[config.mk]
export PLATFORM = sky130hd
export DESIGN_NAME = pbs_turn_engine
export DESIGN_NICKNAME = d
export VERILOG_FILES = /design/src/rtl/pbs_pkg.sv /design/src/rtl/pbs_lfsr.sv /design/src/rtl/pbs_turn_engine.sv
export SDC_FILE = /design/constraint.sdc
export NUM_CORES = 1
export LEC_CHECK = 0
export BUFFER_PORTS_ARGS = -buffer_cell sky130_fd_sc_hd__buf_2
export CORE_MARGIN = 4
export CORE_UTILIZATION = 50
export CTS_BUF_LIST = sky130_fd_sc_hd__clkbuf_8 sky130_fd_sc_hd__clkbuf_16
export DETAILED_ROUTE_END_ITERATION = 12
export PLACE_DENSITY = 0.75
export SYNTH_ARGS = -nofsm -noshare
export SYNTH_HDL_FRONTEND = slang
export SYNTH_SLANG_ARGS = --single-unit
[constraint.sdc]
create_clock -name clk -period 2.7 [get_ports clk]
set_clock_uncertainty 0.2 [all_clocks]
set_input_delay 0.135 -clock clk [delete_from_list [all_inputs] [get_ports clk]]
set_output_delay 0.135 -clock clk [all_outputs]
set_load 0.01 [all_outputs]
[src/rtl/pbs_pkg.sv]
// Shared constants, FSM state encoding and move table for the pbs_turn_engine slice.
package pbs_pkg;

    localparam int ACC_W  = 4;
    localparam int LFSR_W = 16;

    // Tap mask for x^16+x^14+x^13+x^11+1 (state bits 15, 13, 12, 10).
    localparam logic [LFSR_W-1:0] LFSR_TAPS         = 16'hB400;
    localparam logic [LFSR_W-1:0] LFSR_DEFAULT_SEED = 16'hACE1;

    typedef enum logic [2:0] {
        ST_IDLE,
        ST_SELECT,
        ST_ROLL,
        ST_CALC,
        ST_APPLY,
        ST_DONE
    } state_t;

    typedef struct packed {
        logic [3:0]       dmg;
        logic [ACC_W-1:0] acc;
    } move_t;

    function automatic move_t move_lookup(input logic [2:0] idx);
        move_t m;
        case (idx)
            3'd0:    m = '{dmg: 4'd1,  acc: 4'd15};
            3'd1:    m = '{dmg: 4'd3,  acc: 4'd12};
            3'd2:    m = '{dmg: 4'd5,  acc: 4'd8};
            3'd3:    m = '{dmg: 4'd8,  acc: 4'd4};
            3'd4:    m = '{dmg: 4'd2,  acc: 4'd14};
            3'd5:    m = '{dmg: 4'd4,  acc: 4'd10};
            3'd6:    m = '{dmg: 4'd6,  acc: 4'd6};
            default: m = '{dmg: 4'd15, acc: 4'd1};
        endcase
        return m;
    endfunction

endpackage

[src/rtl/pbs_lfsr.sv]
// 16-bit Fibonacci LFSR, shifts left with feedback into bit 0; a zero seed falls back to 16'hACE1.
module pbs_lfsr
    import pbs_pkg::*;
#(
    parameter logic [LFSR_W-1:0] SEED = 16'hACE1
) (
    input  logic              clk,
    input  logic              rst,
    output logic [LFSR_W-1:0] state
);

    localparam logic [LFSR_W-1:0] INIT = (SEED == '0) ? LFSR_DEFAULT_SEED : SEED;

    always_ff @(posedge clk) begin
        if (!rst) begin
            state <= INIT;
        end else begin
            state <= {state[LFSR_W-2:0], ^(state & LFSR_TAPS)};
        end
    end

endmodule

[src/rtl/pbs_turn_engine.sv]
// Resolves one attack turn between two of N fighters behind a start/done handshake.
// Optional critical hits are enabled by defining PBS_CRIT_EN (adds the crit output).
module pbs_turn_engine
    import pbs_pkg::*;
#(
    parameter int          N_FIGHTERS = 2,
    parameter int          HP_W       = 4,
    parameter int          MOVE_W     = 2,
    parameter logic [15:0] SEED       = 16'hACE1
) (
    input  logic                           clk,
    input  logic                           rst,
    input  logic                           start,
    input  logic [$clog2(N_FIGHTERS)-1:0]  attacker,
    input  logic [$clog2(N_FIGHTERS)-1:0]  target,
    input  logic                           ai_turn,
    input  logic [MOVE_W-1:0]              p_move,
    output logic                           busy,
    output logic                           done,
    output logic                           hit,
    output logic [MOVE_W-1:0]              last_move,
    output logic [N_FIGHTERS*HP_W-1:0]     hp,
    output logic [N_FIGHTERS-1:0]          fainted,
`ifdef PBS_CRIT_EN
    output logic                           crit,
`endif
    output logic [2:0]                     dbg_state,
    output logic                           game_over
);

    localparam int IDX_W = $clog2(N_FIGHTERS);
    // Damage path is wide enough to hold a doubled 15 before clipping to max HP.
    localparam int DW = (HP_W > 5) ? HP_W + 1 : 6;
    localparam logic [HP_W-1:0] HP_MAX   = '1;
    localparam logic [DW-1:0]   HP_MAX_D = DW'(HP_MAX);

    state_t              state;
    logic [IDX_W-1:0]    att_q, tgt_q;
    logic                ai_q;
    logic [MOVE_W-1:0]   pmove_q, move_q;
    logic [DW-1:0]       dmg_q;
    logic [ACC_W-1:0]    acc_q;
    logic                hit_q;
    logic [HP_W-1:0]     new_hp_q;
    logic [HP_W-1:0]     hp_r [N_FIGHTERS];
    logic [LFSR_W-1:0]   lfsr;
    logic                lfsr_unused;

    pbs_lfsr #(.SEED(SEED)) u_lfsr (
        .clk   (clk),
        .rst   (rst),
        .state (lfsr)
    );

    logic              att_ok, tgt_ok, hit_now;
    logic [HP_W-1:0]   att_hp, tgt_hp;
    logic [MOVE_W-1:0] sel_move;
    move_t             sel_entry;
    logic [DW-1:0]     dmg_clip;

    assign lfsr_unused = ^lfsr;
    assign att_ok      = 32'(att_q) < N_FIGHTERS;
    assign tgt_ok      = 32'(tgt_q) < N_FIGHTERS;
    assign att_hp      = att_ok ? hp_r[att_q] : '0;
    assign tgt_hp      = tgt_ok ? hp_r[tgt_q] : '0;
    assign sel_move    = ai_q ? lfsr[MOVE_W-1:0] : pmove_q;
    assign sel_entry   = move_lookup(3'(sel_move));
    // Out-of-range or fainted participants read as HP 0, which forces a miss.
    assign hit_now     = (acc_q >= lfsr[15:12]) && (att_hp != '0) && (tgt_hp != '0);
    assign dmg_clip    = (dmg_q > HP_MAX_D) ? HP_MAX_D : dmg_q;

`ifdef PBS_CRIT_EN
    logic          crit_q, crit_now;
    logic [DW-1:0] dmg_dbl;
    assign crit_now = hit_now && (lfsr[7:6] == 2'b11);
    assign dmg_dbl  = {dmg_q[DW-2:0], 1'b0};
`endif

    always_ff @(posedge clk) begin
        if (!rst) begin
            state     <= ST_IDLE;
            busy      <= 1'b0;
            done      <= 1'b0;
            hit       <= 1'b0;
            last_move <= '0;
            att_q     <= '0;
            tgt_q     <= '0;
            ai_q      <= 1'b0;
            pmove_q   <= '0;
            move_q    <= '0;
            dmg_q     <= '0;
            acc_q     <= '0;
            hit_q     <= 1'b0;
            new_hp_q  <= '0;
`ifdef PBS_CRIT_EN
            crit_q    <= 1'b0;
            crit      <= 1'b0;
`endif
            for (int i = 0; i < N_FIGHTERS; i++) hp_r[i] <= HP_MAX;
        end else begin
            done <= 1'b0;
            case (state)
                ST_IDLE: begin
                    if (start) begin
                        att_q   <= attacker;
                        tgt_q   <= target;
                        ai_q    <= ai_turn;
                        pmove_q <= p_move;
                        busy    <= 1'b1;
                        state   <= ST_SELECT;
                    end
                end
                ST_SELECT: begin
                    move_q <= sel_move;
                    dmg_q  <= DW'(sel_entry.dmg);
                    acc_q  <= sel_entry.acc;
                    state  <= ST_ROLL;
                end
                ST_ROLL: begin
                    hit_q <= hit_now;
`ifdef PBS_CRIT_EN
                    crit_q <= crit_now;
                    if (crit_now) dmg_q <= (dmg_dbl > HP_MAX_D) ? HP_MAX_D : dmg_dbl;
`endif
                    state <= ST_CALC;
                end
                ST_CALC: begin
                    if (hit_q && (DW'(tgt_hp) > dmg_clip)) new_hp_q <= tgt_hp - dmg_clip[HP_W-1:0];
                    else if (hit_q)                         new_hp_q <= '0;
                    else                                    new_hp_q <= tgt_hp;
                    state <= ST_APPLY;
                end
                ST_APPLY: begin
                    if (tgt_ok) hp_r[tgt_q] <= new_hp_q;
                    done      <= 1'b1;
                    hit       <= hit_q;
                    last_move <= move_q;
`ifdef PBS_CRIT_EN
                    crit      <= crit_q;
`endif
                    state     <= ST_DONE;
                end
                ST_DONE: begin
                    busy  <= 1'b0;
                    state <= ST_IDLE;
                end
                default: begin
                    busy  <= 1'b0;
                    state <= ST_IDLE;
                end
            endcase
        end
    end

    assign dbg_state = state;

    for (genvar i = 0; i < N_FIGHTERS; i++) begin : g_hp
        assign hp[i*HP_W +: HP_W] = hp_r[i];
        assign fainted[i]         = (hp_r[i] == '0);
    end

    always_comb begin
        int alive;
        alive = 0;
        for (int i = 0; i < N_FIGHTERS; i++) begin
            if (!fainted[i]) alive++;
        end
        game_over = (alive <= 1);
    end

endmodule

==> results of run 1 <==
-- cell type report --
type / instances / area (µm²)
Clock buffer: 5 / 68.8
Clock inverter: 3 / 38.8
Fill cell: 386 / 1810
Inverter: 12 / 45.0
Multi-Input combinational cell: 141 / 992
Sequential cell: 52 / 1120
Tap cell: 52 / 65.1
Timing Repair Buffer: 35 / 215
-- report_power, final --
group          internal, µW  switching (µW)  leakage [µW]  total (µW)
sequential              837            47.1      0.000417         884
combinational          99.5             103      0.000532         203
clock                   271             242     0.0000593         513
-- cell usage after synthesis, types with 4 or more instances --
cell type	count
dfxtp_1	44
nor2_1	19
inv_1	12
nand2_1	12
mux2i_1	11
nand2b_1	10
a21oi_1	9
o21ai_0	9
and2_1	8
edfxtp_1	8
ha_1	8
buf_2	5
nor3_1	5
or2_2	5
or3_1	4
-- state kept, by name, summed over array words and instances (netlist names), 2 cells and up, named ones only --
signal,count
last_move,2
hp_r,8
dbg_state,3
move_q,2
u_lfsr.state,16
new_hp_q,4
acc_q,2
dmg_q,4
pmove_q,2
-- worst max-delay path by stage --
stage          cells after the start                       end  slack, ns
3_5_place_dp                       8  new_hp_q[3]$_SDFFE_PN0N_       0.25
2_1_floorplan                      9  new_hp_q[3]$_SDFFE_PN0N_       0.43
6_report                           8  new_hp_q[3]$_SDFFE_PN0N_       0.14
4_1_cts                            8  new_hp_q[3]$_SDFFE_PN0N_       0.22
5_1_grt                            8  new_hp_q[3]$_SDFFE_PN0N_      0.006
3_3_place_gp                       8  new_hp_q[3]$_SDFFE_PN0N_       0.31
-- cells in the final DEF, fill, tap and decap left out, types with 5 or more instances in the layout --
cell type,Yosys,routed
o21ai_0,9,9
dlygate4sd3_1,0,7
inv_1,12,13
buf_2,5,26
nor2_1,19,19
mux2i_1,11,11
nand2b_1,10,10
or2_2,5,5
dfxtp_1,44,44
ha_1,8,8
clkbuf_8,0,5
and2_1,8,8
a21oi_1,9,9
nand2_1,12,12
edfxtp_1,8,8
nor3_1,5,5
-- per-layer routing --
layer,global-route usage [%],up-vias
li1,-,798
met1,18.6,726
met2,25.0,40
met3,4.01,10
met4,7.31,0
met5,0,-
-- through the flow --
| step | total power, µW | std cells | setup WS (ns) |
|---|---|---|---|
| finish | 1600 | 300 | 0.138 |
| global route | 1680 | 300 | 0.00563 |
| CTS | 1610 | 300 | 0.219 |
| detailed placement | 1100 | 285 | 0.249 |
| global placement | 1090 | 285 | 0.313 |
| floorplan | 1050 | 217 | 0.426 |
-- critical path, cell delays in order, from the launching register on --
cell      delay [ns]
dfxtp_1         0.46
mux2i_1         0.31
ha_1            0.21
inv_1           0.05
fa_1            0.39
a211oi_1        0.35
nor3_1          0.15
o21a_1          0.13
o221a_2         0.21
-- cell families (layout without fill, tap and decap cells) --
family                   count (synthesis)  in the layout
buffers and inverters                   24             55
AO/OA/AOI/OAI                           35             35
adder cells (fa/ha/maj)                  9              9
multiplexers                            13             13
AND/OR/NAND/NOR                         79             79
flip-flops                              52             52
XOR/XNOR                                 5              5
-- what timing repair did --
| item | in CTS | in global routing |
|---|---|---|
| hold buffers | 7 | 0 |
| resized for setup | 0 | 0 |
| hold endpoints to repair | 10 | 0 |
==> metrics.yaml, run 1 <==
timing:
  report.final.slew_viol_count: 0
  fin_worst_hold_slack_ns: 0.215
  rsz0062_at_grt: "false"
  period_needed_ns: 2.56
  fin_crit_sh_pct: 94.9
  setup_viol: 0
  finalHoldViolCount: 0
  timing.slew.headroom_pct: 60.6
  max_freq_mhz: 390
  setup_tns_ns: 0
  worstMarginPinSlew_ns: 0.584
clock_tree:
  cts_setup_buffers: 0
  cts_made_buffers: 5
  htree_levels: 2
  path_clk_slew_ns: 0.09
  cts_tree: "yes"
  clockBufferDepth: 2
  clock_latency_ns: 0.30
  clock_sinks: 52
  cts-root-buf: "clkbuf_8"
global_routing:
  first_global_vias: 1482
  grt-ovfl-total: 0
  antenna_found_initial: 0
  grt_start_max_net_pins: 16
  grt_usage_pct: 15.3
  grt_pass1_wl_um: 6520
drt:
  drtAntennaViolNets: 0
  wl_per_cell_um: 13.2
  avgViaCountPerCell: 5.25
  wl_met3_um: 212
  wl_met2_um: 1810
  routed.top_layer: "met4"
  drtPass1Iterations: 4
  drc: 0
  wl_um: 3970
  drt_iter0_markers: 85
  drt-met1-wl_um: 1830
  via_count: 1574
yosys:
  seq_area_frac_synth_pct: 50.0
  synthMuxAreaShare_pct: 5.91
  synth_top_family_by_area: "simple AND/OR/NAND/NOR gates"
  synth_top_area_share_pct: 39.3
  yosys.area_share.xor_xnor_pct: 1.95
  async_flop_share_pct: 0
  ys_ff_latch: 52
  syn-num-nets: 234
  syn_area_um2: 2240
  synth.avg_cell_area_um2: 10.3
  syn_inst: 217
  synth_compound_area_share_pct: 10.1
  synth.largest_area_cell: "dfxtp_1"
  synthTopCellsByArea: "dfxtp_1 (39%), edfxtp_1 (11%), mux2i_1 (4.9%)"
  synthAdderAreaFrac_pct: 5.35
  synth_edf_count: 8
  yosysWarnings: 0
  synth_cell_types: 51
  yosys_most_used_dff: "dfxtp_1"
  synthSimpleGateAreaFrac_pct: 20.9
floorplan:
  initial_utilization_pct: 51.5
  fp.coreArea_um2: 4350
  die_area_um2: 5620
  ios: 27
  rows: 24
  die_h_um: 75.0
  die_w_um: 75.0
placement:
  portBuffers: 26
  dp_hpwl_um: 2870
  placed_area_um2: 2370
  gp_congestion: 0.941
setup_path:
  crit_type: "flop to flop"
  reg2reg_depth: 8
  reg2reg_slack_ns: 0.14
  end_kind: "flop"
  arrival_ns: 2.56
  r2r_end: "new_hp_q[3]$_SDFFE_PN0N_"
  cp_max_fo: 6
  crit_required_ns: 2.70
  critPathLaunchType: "flop"
pwr:
  p_per_area_nw_per_um2: 629
  ir_drop_v: 0.000445
  p_leak_uw: 0.00101
outcome:
  status: "finished clean"
job:
  max_cap_viol_count: 0
min_path:
  hold_class: "flop to flop"
  min_to: "u_lfsr.state[5]$_SDFF_PN1_"
  min_from: "u_lfsr.state[4]$_SDFF_PN0_"
  worstHoldPathCells: 1
layout:
  diodes: 0
  fin_util_pct: 58.5
  final_area_um2: 2550
  drive_above_1_share_pct: 21.0
  layout.nets: 264
  synthToLayoutAreaGrowth_pct: 13.5
No activity file was read; power rests on OpenSTA's default activity.
==> run 2, diff against run 1 <==
--- a/config.mk
+++ b/config.mk
@@ -10,7 +10,7 @@
 export CORE_UTILIZATION = 50
 export CTS_BUF_LIST = sky130_fd_sc_hd__clkbuf_8 sky130_fd_sc_hd__clkbuf_16
 export DETAILED_ROUTE_END_ITERATION = 12
-export PLACE_DENSITY = 0.75
+export PLACE_DENSITY = 0.78
 export SYNTH_ARGS = -nofsm -noshare
 export SYNTH_HDL_FRONTEND = slang
 export SYNTH_SLANG_ARGS = --single-unit
==> constraint.sdc (replaced) <==
create_clock -name clk -period 2.1 [get_ports clk]
set_clock_uncertainty 0.2 [all_clocks]
set_input_delay 0.105 -clock clk [delete_from_list [all_inputs] [get_ports clk]]
set_output_delay 0.105 -clock clk [all_outputs]
set_load 0.01 [all_outputs]
==> run 2 against run 1 <==
The run now ends with setup timing left; maximum frequency increased by 17%; register-to-register slack got worse by 0.22 ns; critical path depth unchanged; wire length is 4.9% higher; via count increased by 3.8%; critical path type unchanged; highest routed layer unchanged.
==> metrics.yaml, run 2 (synthesis results as in run 1) <==
outcome:
  status: "complete, but fails checks"
  violations: "setup timing"
clock_tree:
  clock_sinks: 52  # unchanged
  path_clk_slew_ns: 0.08  # about the same
  cts_tree: "yes"
  cts_made_buffers: 5  # unchanged
  clock_latency_ns: 0.30  # about the same
  htree_levels: 2  # unchanged
  clockBufferDepth: 2  # unchanged
  cts-root-buf: "clkbuf_8"
placement:
  placed_area_um2: 2440  # +2.9%
  dp_hpwl_um: 3020  # +5.4%
  gp_congestion: 0.882  # -6.3%
  portBuffers: 26  # unchanged
min_path:
  hold_class: "input port to flop"
  worstHoldPathCells: 3  # +2
global_routing:
  antenna_found_initial: 0  # unchanged
  met3_usage_pct: 4.41  # +0.40 points
  grt_usage_pct: 15.9  # +0.64 points
  grt-ovfl-total: 0  # unchanged
  grt_start_max_net_pins: 15  # -1
  grt.met1_usage_pct: 18.7  # +0.084 points
  first_global_vias: 1499  # +1.1%
  grt_pass1_wl_um: 6690  # +2.7%
  met2_usage_pct: 28.1  # +3.1 points
  top_usage_layer: "met2"
pwr:
  p_leak_uw: 0.00107  # +6.6%
  ir_drop_v: 0.000462  # +3.8%
  power.total_uw: 2000  # +25%
  p_per_area_nw_per_um2: 747  # +19%
setup_path:
  crit_type: "flop to flop"
  cp_slowest_cell: "dfxtp_4"
  path_cells: "mux2i_4 > ha_2 > inv_2 > fa_2 > a211oi_2 > nor3_2 > o21a_1 > o221a_2"
  cp_num_cells: 8  # unchanged
  cp_max_fo: 4  # -2
  crit_required_ns: 2.09  # -0.61 ns
  path_delay_family: "compound AO/OA/AOI/OAI gates"
  slowest_delay_ns: 0.38  # -0.08 ns
  critPathLaunchType: "flop"
  reg2reg_depth: 8  # unchanged
  arrival_ns: 2.17  # -0.39 ns
  end_kind: "flop"
  critPathBufInv: 1  # unchanged
layout:
  final_area_um2: 2680  # +5.3%
  diodes: 0  # unchanged
  reg_top3: "u_lfsr.state (16), hp_r (8)"
  final_cell_mix: "dfxtp_1 (43), buf_2 (26), nor2_1 (19)"
  fin_util_pct: 61.6  # +3.1 points
  layout.nets: 278  # +5.3%
  largest_reg_flops: 16  # unchanged
  fillers: 354  # -8.3%
  top_register: "u_lfsr.state"
  layout_commonest_cell: "dfxtp_1"
  synthToLayoutAreaGrowth_pct: 19.5
  drive_above_1_share_pct: 28.7  # +7.8 points
floorplan:
  die_w_um: 75.0  # unchanged
  die_h_um: 75.0  # unchanged
  initial_utilization_pct: 51.5  # unchanged
  rows: 24  # unchanged
  die_area_um2: 5620  # unchanged
  ios: 27  # unchanged
  fp.coreArea_um2: 4350  # unchanged
drt:
  drt_iter0_markers: 92  # +8.2%
  via_count: 1634  # +3.8%
  drtAntennaViolNets: 0  # unchanged
  drc: 0  # unchanged
  avgViaCountPerCell: 5.22  # -0.50%
  wl_per_cell_um: 13.3  # +0.51%
  drtPass1Iterations: 4  # unchanged
  wl_um: 4160  # +4.9%
timing:
  max_freq_mhz: 458  # +17%
  rsz0062_at_grt: "true"
  period_needed_ns: 2.18  # -0.380 ns
  report.final.slew_viol_count: 0  # unchanged
  setup_viol: 4  # +4
  setup_ws_ns: -0.0820  # -0.220 ns
  worstMarginPinSlew_ns: 0.420  # -0.164 ns
  setup_tns_ns: -0.123  # -0.123 ns
  timing.slew.headroom_pct: 71.7  # +11 points
  fin_crit_sh_pct: 104  # +9.0 points
  finalHoldViolCount: 0  # unchanged
job:
  max_cap_viol_count: 0  # unchanged
==> run 2: cell types whose count changed in the layout (fill, tap and decap cells not counted), moves of 2 or more <==
cell / change
buf_4: +15
clkbuf_8: +2
inv_1: -2
mux2i_1: -2
mux2i_4: +2
==> run 2: final timing paths <==
| path | startpoint | to | slack [ns] |
|---|---|---|---|
| setup / recovery | flop | new_hp_q[3]$_SDFFE_PN0N_ | -0.08 |
| hold / removal | rst | u_lfsr.state[0]$_SDFF_PN1_ | 0.01 |
| setup reg to reg | flop | new_hp_q[3]$_SDFFE_PN0N_ | -0.08 |
| hold reg to reg | u_lfsr.state[5]$_SDFF_PN1_ | u_lfsr.state[6]$_SDFF_PN1_ | 0.22 |
==> run 2: repair_timing <==
action | 4_1_cts | 5_1_grt
hold buffers | 6 | 0
pin swaps | 5 | 0
hold endpoints to repair | 8 | 0
buffers inserted | 7 | 0
resized for setup | 8 | 2
endpoints found under the setup margin | 4 | 4
==> run 2: power breakdown <==
group          internal (µW)  switching [µW]  leakage [µW]
sequential              1080            60.8      0.000418
clock                    294             294     0.0000503
combinational            140             138      0.000607
==> run 2: final cells by class <==
type / count / area (µm²) / share of cell area [%]
clock buffer: 7 / 96.3 / 3.59
inverter: 12 / 45.0 / 1.68
multi-input combinational: 141 / 1030 / 38.5
sequential: 52 / 1120 / 42.0
tap: 52 / 65.1 / 2.43
timing repair buffer: 49 / 318 / 11.9
==> run 2: layer usage <==
| metal | part of all wire [%] | vias up |
|---|---|---|
| met5 | 0 | - |
| met4 | 1.2 | 0 |
| met3 | 5.0 | 5 |
| met2 | 48 | 38 |
| met1 | 45 | 765 |
| li1 | - | 826 |
==> run 2: per-stage QoR <==
| stage | hold WS [ns] | setup WS [ns] | instances |
|---|---|---|---|
| 6_report | 0.0132 | -0.0820 | 313 |
| 2_1_floorplan | -0.0220 | -0.0665 | 217 |
| 4_1_cts | 0.00719 | -0.0783 | 313 |
| 5_1_grt | 0.0259 | -0.165 | 313 |
| 3_5_place_dp | 0.150 | -0.195 | 293 |
| 3_3_place_gp | 0.137 | -0.102 | 293 |
==> run 2: worst reg2reg max path, delay by kind of cell, from the launching register on <==
| family | cells | cell delay (ns) |
|---|---|---|
| mux | 1 | 0.23 |
| flops | 1 | 0.38 |
| fa+ha+maj | 2 | 0.54 |
| buf+inv | 1 | 0.04 |
| simple gates | 1 | 0.08 |
| compound gates | 3 | 0.60 |
==> run 3, diff against run 2 <==
--- a/config.mk
+++ b/config.mk
@@ -5,7 +5,7 @@
 export SDC_FILE = /design/constraint.sdc
 export NUM_CORES = 1
 export LEC_CHECK = 0
-export BUFFER_PORTS_ARGS = -buffer_cell sky130_fd_sc_hd__buf_2
+export BUFFER_PORTS_ARGS = -buffer_cell sky130_fd_sc_hd__buf_4
 export CORE_MARGIN = 4
 export CORE_UTILIZATION = 50
 export CTS_BUF_LIST = sky130_fd_sc_hd__clkbuf_8 sky130_fd_sc_hd__clkbuf_16
==> run 3 against run 2 <==
The run still ends with setup timing left; first-iteration DRC count rose by 7.6%; non-clock buffer count rose by 2; final area rose by 3.6%; die area did not move; worst setup slack got worse by 0.067 ns; global-route usage rose by 0.78 points; sequential share of layout area fell by 1.5 points; clock-buffer cell count fell by 1; hold slack improved by 0.21 ns; sequential cell count did not move; critical path type unchanged; largest cell class unchanged; largest power group unchanged; highest routed layer unchanged.
==> metrics.yaml, run 3 (synthesis results as in run 1) <==
outcome:
  status: "complete, but fails checks"
  violations: "setup timing"
setup_path:
  reg2reg_depth: 8  # unchanged
  critPathLaunchType: "flop"
  r2r_end: "new_hp_q[3]$_SDFFE_PN0N_"
  arrival_ns: 2.24  # +0.07 ns
  crit_type: "flop to flop"
  cp_max_fo: 2  # -2
  reg2reg_slack_ns: -0.15  # -0.07 ns
  end_kind: "flop"
  rr_startpoint: "hp_r[1][0]$_SDFFCE_PN1P_"
  crit_required_ns: 2.09  # about the same
timing:
  setup_viol: 4  # unchanged
  rsz0062_at_grt: "true"
  report.final.slew_viol_count: 0  # unchanged
  timing.slew.headroom_pct: 63.2  # -8.5 points
  setup_tns_ns: -0.456  # -0.333 ns
  max_freq_mhz: 445  # -3.0%
  period_needed_ns: 2.25  # +0.0666 ns
  worstMarginPinSlew_ns: 0.547  # +0.126 ns
  setup_ws_ns: -0.149  # -0.0666 ns
  fin_crit_sh_pct: 107  # +3.2 points
  finalHoldViolCount: 0  # unchanged
min_path:
  min_to: "u_lfsr.state[10]$_SDFF_PN1_"
  worstHoldPathCells: 1  # -2
  hold_class: "flop to flop"
  min_from: "u_lfsr.state[9]$_SDFF_PN0_"
pwr:
  p_per_area_nw_per_um2: 720  # -3.6%
  power.switching_uw: 509  # +3.2%
  power.share.clock_pct: 28.3  # -1.0 points
  p_leak_uw: 0.00110  # +2.3%
  swShare_pct: 25.4  # +0.84 points
  p_int_uw: 1490  # -1.3%
  power_frac_seq_pct: 56.8  # about the same
  ir_drop_v: 0.000351  # -24%
  pwr-share-comb_pct: 14.9  # +1.0 points
floorplan:
  die_w_um: 75.0  # unchanged
  ios: 27  # unchanged
  die_area_um2: 5620  # unchanged
  fp.coreArea_um2: 4350  # unchanged
  initial_utilization_pct: 51.5  # unchanged
  rows: 24  # unchanged
  die_h_um: 75.0  # unchanged
global_routing:
  grt_pass1_wl_um: 7130  # +6.6%
  grt_usage_pct: 16.7  # +0.78 points
  grt_start_max_net_pins: 16  # +1
  antenna_found_initial: 0  # unchanged
  first_global_vias: 1582  # +5.5%
  grt-ovfl-total: 0  # unchanged
clock_tree:
  cts_tree: "yes"
  clock_latency_ns: 0.30  # about the same
  clockBufferDepth: 2  # unchanged
  clock_sinks: 52  # unchanged
  htree_levels: 2  # unchanged
  cts-root-buf: "clkbuf_8"
  path_clk_slew_ns: 0.08  # about the same
  cts_made_buffers: 5  # unchanged
layout:
  layout.nets: 280  # +0.72%
  reg_top3: "u_lfsr.state (16), hp_r (8)"
  diodes: 0  # unchanged
  final_area_um2: 2780  # +3.6%
  drive_above_1_share_pct: 31.4  # +2.7 points
  top_register: "u_lfsr.state"
  largest_reg_flops: 16  # unchanged
  synthToLayoutAreaGrowth_pct: 23.8
  final_cell_mix: "buf_4 (44), dfxtp_1 (43), nor2_1 (19)"
  layout_commonest_cell: "buf_4"
  stdcell_count: 316  # +0.96%
drt:
  drt_iter0_markers: 99  # +7.6%
  drtPass1Iterations: 4  # unchanged
  wl_per_cell_um: 13.8  # +3.8%
  drtAntennaViolNets: 0  # unchanged
  via_count: 1631  # -0.18%
  avgViaCountPerCell: 5.16  # -1.1%
  drc: 0  # unchanged
  wl_um: 4360  # +4.8%
placement:
  portBuffers: 26  # unchanged
  dp_hpwl_um: 3140  # +4.0%
  placed_cells: 297  # +1.4%
  gp_congestion: 0.907  # +2.9%
  pre_cts_slack_ns: -0.169  # +0.0264 ns
  placed_area_um2: 2530  # +3.9%
job:
  max_cap_viol_count: 0  # unchanged
## run 3: cell count changes in the layout (fill, tap and decap cells not counted), sizes merged
cell	previous run	this run
buf	43	44
clkbuf	7	6
clkinv	0	2
dlygate4sd3	6	7
## run 3: worst max-delay path by stage
| stage | start | endpoint | slack, ns | cells past startpoint |
|---|---|---|---|---|
| after floorplan | flop | new_hp_q[3]$_SDFFE_PN0N_ | -0.07 | 9 |
| after CTS | hp_r[1][0]$_SDFFCE_PN1P_ | new_hp_q[3]$_SDFFE_PN0N_ | -0.08 | 8 |
| after global routing | hp_r[1][0]$_SDFFCE_PN1P_ | new_hp_q[3]$_SDFFE_PN0N_ | -0.20 | 8 |
| final | hp_r[1][0]$_SDFFCE_PN1P_ | new_hp_q[3]$_SDFFE_PN0N_ | -0.15 | 8 |
| after global placement | flop | new_hp_q[3]$_SDFFE_PN0N_ | -0.1 | 8 |
| after detailed placement | flop | new_hp_q[3]$_SDFFE_PN0N_ | -0.17 | 8 |
## run 3: critical path: stages (launching register included)
cell      delay (ns)
edfxtp_1        0.42
mux2i_2         0.24
ha_2            0.23
inv_2           0.04
fa_2            0.36
a211oi_4        0.26
nor3_2          0.07
o21a_1          0.11
o221a_2         0.22
## run 3: cell type report
class | instances | area [µm²]
timing repair buffer | 51 | 400
tap | 52 | 65.1
clock inverter | 2 | 10.0
multi-input combinational | 141 | 1050
clock buffer | 6 | 82.6
sequential | 52 | 1120
inverter | 12 | 45.0
fill | 350 | 1580
## run 3: what timing repair did
| item | in CTS | in global routing |
|---|---|---|
| setup buffers | 2 | 2 |
| setup endpoints to repair | 4 | 4 |
| endpoints found under the hold margin | 16 | 0 |
| gates resized for setup | 9 | 6 |
| pin swaps | 6 | 2 |
| hold buffers | 7 | 0 |
## run 3: power by group through the flow
stage / logic (µW) / clock network [µW] / registers, µW
detailed placement: 272 / 0 / 1160
CTS: 290 / 589 / 1140
global route: 332 / 629 / 1150
global placement: 266 / 0 / 1160
floorplan: 224 / 0 / 1130
finish: 297 / 566 / 1140
## run 3: layer usage
metal	GRT usage, %	vias up	wire [µm]
met5	0	-	0
met4	3.56	0	40
met3	4.41	5	208
met2	30.0	33	2210
met1	19.9	763	1910
li1	-	830	-
## run 3: stage by stage
step / utilization (%) / total power, µW / hold slack (ns)
final: 63.8 / 2000 / 0.218
after global routing: 63.8 / 2110 / 0.234
after CTS: 62.8 / 2010 / 0.222
after detailed placement: 58.1 / 1430 / 0.151
after global placement: 58.1 / 1420 / 0.137
after floorplan: - / 1360 / -0.0220
